==> config.mk <==
export PLATFORM = sky130hd
export DESIGN_NAME = rr_mux2_stage
export DESIGN_NICKNAME = d
export VERILOG_FILES = /design/src/rtl/rr_mux2_pkg.sv /design/src/rtl/rr_mux2_stage_mux.sv /design/src/rtl/rr_mux2_stage.sv
export SDC_FILE = /design/constraint.sdc
export NUM_CORES = 1
export LEC_CHECK = 0
export BUFFER_PORTS_ARGS = -buffer_cell sky130_fd_sc_hd__buf_4
export CAP_MARGIN = 25
export CORE_AREA = 2 2 39 41
export DETAILED_ROUTE_END_ITERATION = 8
export DIE_AREA = 0 0 41 43
export SLEW_MARGIN = 30
export SYNTH_ARGS = -nofsm -noshare
export SYNTH_HDL_FRONTEND = slang
export SYNTH_SLANG_ARGS = --single-unit
==> constraint.sdc <==
create_clock -name clk -period 1.9 [get_ports clk]
set_input_delay 0.19 -clock clk [delete_from_list [all_inputs] [get_ports clk]]
set_output_delay 0.19 -clock clk [all_outputs]
set_load 0.005 [all_outputs]
==> src/rtl/rr_mux2_pkg.sv <==
// Shared select encodings and types for the round-robin two-channel mux stage.
package rr_mux2_pkg;
   typedef logic sel_t;

   localparam sel_t SEL_D0 = 1'b0;
   localparam sel_t SEL_D1 = 1'b1;

   function automatic sel_t other_sel(input sel_t s);
      return (s == SEL_D0) ? SEL_D1 : SEL_D0;
   endfunction
endpackage

==> src/rtl/rr_mux2_stage_mux.sv <==
// Plain N-bit two-input datapath multiplexer.
module Mux2to1 #(
   parameter int N = 4
) (
   input  logic [N-1:0] i_d0,
   input  logic [N-1:0] i_d1,
   input  logic         i_sel,
   output logic [N-1:0] o_y
);
   assign o_y = i_sel ? i_d1 : i_d0;
endmodule

==> src/rtl/rr_mux2_stage.sv <==
// Two-channel round-robin arbiter feeding a one-entry registered output.
// Define RR_MUX2_PKT_LOCK_EN to hold the grant across multi-beat packets.
module rr_mux2_stage
   import rr_mux2_pkg::*;
#(
   parameter int N = 4
) (
   input  logic         clk,
   input  logic         reset,
   input  logic [N-1:0] d0,
   input  logic         v0,
   output logic         r0,
   input  logic [N-1:0] d1,
   input  logic         v1,
   output logic         r1,
`ifdef RR_MUX2_PKT_LOCK_EN
   input  logic         l0,
   input  logic         l1,
`endif
   output logic         s,
   output logic [N-1:0] y,
   output logic         yv,
   input  logic         yr
);
   logic [N-1:0] r_y;
   logic         r_yv;
   sel_t         r_p;
   sel_t         w_arb;
   logic         w_space;
   logic         w_acc;
   logic [N-1:0] w_mux;

   assign w_space = !r_yv || yr;

   always_comb begin
      w_arb = r_p;
      unique case (1'b1)
         (v0 && !v1): w_arb = SEL_D0;
         (v1 && !v0): w_arb = SEL_D1;
         default: ;
      endcase
   end

`ifdef RR_MUX2_PKT_LOCK_EN
   logic r_lock;
   sel_t r_lock_ch;
   logic w_last;

   assign s      = r_lock ? r_lock_ch : w_arb;
   assign w_last = (s == SEL_D1) ? l1 : l0;
`else
   assign s = w_arb;
`endif

   assign r0    = w_space && (s == SEL_D0);
   assign r1    = w_space && (s == SEL_D1);
   assign w_acc = (v0 && r0) || (v1 && r1);

   Mux2to1 #(.N(N)) u_mux (
      .i_d0  (d0),
      .i_d1  (d1),
      .i_sel (s),
      .o_y   (w_mux)
   );

   always_ff @(posedge clk) begin
      if (reset) begin
         r_y  <= '0;
         r_yv <= 1'b0;
         r_p  <= SEL_D0;
      end else if (w_acc) begin
         r_y  <= w_mux;
         r_yv <= 1'b1;
`ifdef RR_MUX2_PKT_LOCK_EN
         if (w_last) r_p <= other_sel(s);
`else
         r_p  <= other_sel(s);
`endif
      end else if (yr) begin
         r_yv <= 1'b0;
      end
   end

`ifdef RR_MUX2_PKT_LOCK_EN
   // Grant stays with the sending channel until its last beat goes through.
   always_ff @(posedge clk) begin
      if (reset) begin
         r_lock    <= 1'b0;
         r_lock_ch <= SEL_D0;
      end else if (w_acc) begin
         r_lock    <= !w_last;
         r_lock_ch <= s;
      end
   end
`endif

   assign y  = r_y;
   assign yv = r_yv;
endmodule

Word-level counts from Yosys, hierarchy flattened
Cells that the tools add are included.
W data, S select, Z words.
{"block": "totals", "ff_bits": 6, "in_bits": 13}
{"block": "op_classes", "n_reduce_logical": 12, "n_bitwise": 1, "n_mux": 5}
{"op": "$logic_and A1 B1 Y1", "count": 6}
{"op": "$mux W4", "count": 1}
{"op": "$logic_not A1 Y1", "count": 3}
{"op": "$mux W1", "count": 3}
{"op": "$logic_or A1 B1 Y1", "count": 2}
{"op": "$pmux W1 S2", "count": 1}
{"op": "$reduce_bool A2 Y1", "count": 1}
{"op": "$not A1 Y1", "count": 1}

Longest topological paths before layout
{"block": "logic_depth", "ltp_word": 8, "ltp_mapped": 7}

By module
From an unflattened synthesis, not the netlist that was laid out.
{"block": "hier_totals", "hier_cells": 36, "area_unflattened_um2": 390.4}
{"mod": "rr_mux2_stage", "area_each_um2": 345.3, "instances": 1, "seq_area_each_um2": 120.1, "cells_each": 32}
{"mod": "Mux2to1", "area_each_um2": 45.0, "instances": 1, "seq_area_each_um2": 0.0, "cells_each": 4}

Least setup slack after synthesis
Ideal clock, no wire load.
{"block": "synth_timing", "path_kind": "in2reg", "from": "input port v0", "to": "register r_y[0] (netlist: y[0])", "stages": 7, "setup_slack_ps": 363, "arrival_time_ps": 1425, "setup_time_ps": 112, "t_required_ps": 1788, "cell_sequence": "inv_1 > ha_1 > mux2i_2 > and3_1 > buf_4 > nor3_1 > a2111oi_1"}
{"block": "synth_between", "elab_chain_len": 7}
{"element": "from (decl)", "line": "rr_mux2_stage.sv:11", "text": "input logic v0,"}
{"element": "$logic_not A1 Y1", "line": "rr_mux2_stage.sv:39", "text": "(v1 && !v0): w_arb = SEL_D1;"}
{"element": "$logic_and A1 B1 Y1", "line": "rr_mux2_stage.sv:39"}
{"element": "$pmux W1 S2", "line": "rr_mux2_stage.sv:37", "text": "unique case (1'b1)"}
{"element": "$not A1 Y1"}
{"element": "$logic_and A1 B1 Y1", "line": "rr_mux2_stage.sv:55", "text": "assign r0 = w_space && (s == SEL_D0);"}
{"element": "$logic_and A1 B1 Y1", "line": "rr_mux2_stage.sv:57", "text": "assign w_acc = (v0 && r0) || (v1 && r1);"}
{"element": "$logic_or A1 B1 Y1", "line": "rr_mux2_stage.sv:57"}
{"element": "to (signal assigned)", "line": "rr_mux2_stage.sv:72", "text": "r_y <= w_mux;"}
{"element": "to (decl)", "line": "rr_mux2_stage.sv:25", "text": "logic [N-1:0] r_y;"}
Several ways; a longest one is shown, not always the timed one.
A chain may end at the register's enable or synchronous reset.

Worst setup path in the final report
{"block": "layout_timing", "from": "input port v0", "to": "output port r0"}
{"block": "layout_between", "elab_chain_len": 5}
{"element": "$logic_not A1 Y1", "line": "rr_mux2_stage.sv:39"}
{"element": "$logic_and A1 B1 Y1", "line": "rr_mux2_stage.sv:39"}
{"element": "$pmux W1 S2 (*)", "line": "rr_mux2_stage.sv:37"}
{"element": "$not A1 Y1 (*)"}
{"element": "$logic_and A1 B1 Y1 (*)", "line": "rr_mux2_stage.sv:55"}
{"element": "to (decl)", "line": "rr_mux2_stage.sv:12", "text": "output logic r0,"}
Every way passes the cells marked *; elsewhere a longest branch is shown, timed or not.

==> results.yml <==
yosys:
  yosys_warnings: 0
  netlist.top_cell.by_area: "dfxtp_1"
  avgSynthCellArea_um2: 8.18
  synth_top_family_by_area: "simple AND/OR/NAND/NOR gates"
  syn_nets: 55
  synth_top_area_share_pct: 35.8
  yosys.area_share.xor_xnor_pct: 0
  synth_seq_area_share_pct: 35.8
  yosys-top-cells-area: "dfxtp_1, nor3_1, a2111oi_1, nor2_1, a2111oi_2"
  synthMuxAreaShare_pct: 4.10
  synth-adder-area-share_pct: 3.73
  netlist_area_um2: 335
  ys_types: 17
  synth_seq_cells: 6
  synth_simple_gate_area_share_pct: 32.8
  synth_compound_area_share_pct: 16.4
  syn_inst: 41
timing:
  fin_crit_sh_pct: 81.8
  clock.fmax_ghz: 0.643
  slew_headroom_pct: 78.4
  layout_setup_ws_ns: 0.346
  setup_violations: 0
  tns_ns: 0
  timing.final.crit_period_ns: 1.55
  final_hold_viol_count: 0
  tightest_slew_ns: 0.323
  finalMaxSlewViolations: 0
  finalClockSkew_ns: 0.00314
  rsz0062_at_grt: "false"
grt:
  overflow: 0
  grt_usage_pct: 12.8
  grt_pass1_wl_um: 1420
  antenna_found_initial: 0
  grt_pass1_vias: 331
  grt_max_degree: 12
drt:
  vias: 380
  wl_um: 877
  drtPass1Iterations: 4
  drcViolationCount: 0
  vias_per_cell: 4.81
  drt_iter0_drc: 5
  postRouteAntennaNets: 0
  post_drt_wl_per_cell_um: 11.1
power_and_ir_drop:
  seq_power_share_pct: 38.1
  powerDensity_nw_per_um2: 757
  p_sw_w: 0.000112
  power_frac_comb_pct: 31.9
  swShare_pct: 28.2
  internal-power_w: 0.000284
  power_w: 0.000396
  peakVddDrop_v: 0.000264
  clkPwrFrac_pct: 30.0
  p_leak_nw: 0.241
clocking:
  numClockSinks: 6
  tritoncts: "built"
  cts_max_path_buffers: 2
  ctsHtreeMaxLevel: 1
  root_buffer: "clkbuf_4"
  cts_resized: 0
  clk_latency_ns: 0.25
  path_clk_slew_ns: 0.05
  cts_made_buffers: 3
  hold_buffers: 0
  post_cts_buffers: 0
finish:
  final_common_cell: "buf_4"
  drive_gt1_share_pct: 42.9
  insertedDiodeCount: 0
  most-common-layout-cells: "buf_4, nor3_1, nor2_1"
  area.growth.synth_to_final_pct: 56.0
  fin_util_pct: 37.8
  nets: 79
worst_setup_path:
  critPathKind: "input pin to output pin"
  worst-path-max-fanout: 11
  crit_path_end_kind: "output pin"
  start_kind: "input pin"
  cp.arrival_ns: 1.36
  crit_required_ns: 1.71
floorplan:
  chipHeight_um: 43
  core-area_um2: 1380
  initial_core_util_pct: 24.2
  die-width_um: 41
  std_cell_rows: 14
  die-area_um2: 1760
  io_pins: 21
worst_hold_path:
  hp-class: "input pin to flip-flop"
placement:
  gp_congestion: 0.718
  io_buffers: 20
  hpwl_um: 701
  place_ws_ns: 0.155
run:
  maxCapViolations: 0
run_status:
  status: "finished clean"
[power groups by stage]
| stage | registers (W) | clock network (W) | logic (W) |
|---|---|---|---|
| 3_5_place_dp | 0.000153 | 0 | 0.000128 |
| 5_1_grt | 0.000153 | 0.000132 | 0.000142 |
| 2_1_floorplan | 0.000153 | 0 | 0.0000644 |
| 3_3_place_gp | 0.000153 | 0 | 0.000126 |
| 6_report | 0.000151 | 0.000119 | 0.000126 |
| 4_1_cts | 0.000151 | 0.000127 | 0.000128 |
[critical path: stages]
cell and delay [ns]:
buf_4 0.09, inv_1 0.03, ha_1 0.29, mux2i_2 0.26, buf_4 0.22, inv_1 0.06
nor2_1 0.10, buf_4 0.11
[kinds of logic after synthesis]
group / after synthesis
mux: 1
flops: 6
compound gates: 6
simple gates: 22
buf+inv: 5
fa+ha+maj: 1
[flip-flops by register name, summed over array words and instances (netlist names)]
name and count:
r_p 1, y 4, yv 1
[synthesized netlist by cell type]
cell type	instances
dfxtp_1	6
a2111oi_2	1
nor3_1	9
buf_4	1
a21oi_1	1
buf_2	1
nor3b_2	1
and3_1	1
ha_1	1
nor2b_1	1
mux2i_2	1
nand2_1	2
o21ai_0	1
a2111oi_1	3
nor2_1	7
nand2b_1	1
inv_1	3
[layout make-up]
type | instances | area (um^2)
sequential | 6 | 120
multi-input combinational | 30 | 191
clock buffer | 3 | 22.5
fill | 151 | 861
tap | 16 | 20.0
timing repair buffer | 21 | 158
inverter | 3 | 11.3
[final timing paths]
check	startpoint	endpoint	slack [ns]	cells past startpoint
min reg2reg	r_p	r_p	0.51	2
min	reset	r_p	0.16	2
max	v0	r0	0.35	8
max reg2reg	r_p	y[0]	0.52	4
[metal layers]
metal | part of all wire, % | wire [um] | GRT usage [%]
met4 | 3.2 | 28 | 10.0
met3 | 4.9 | 43 | 6.28
met1 | 46 | 403 | 16.1
met5 | 0 | 0 | 0
met2 | 46 | 402 | 15.6
[metrics by stage]
stage	instances	instance area [um^2]	hold slack, ns
finish	79	523	0.161
global route	79	523	0.161
CTS	79	523	0.149
detailed placement	76	500	0.420
global placement	76	500	0.416
floorplan	41	335	0.259
Note: power is estimated with default switching activity, not from simulation.
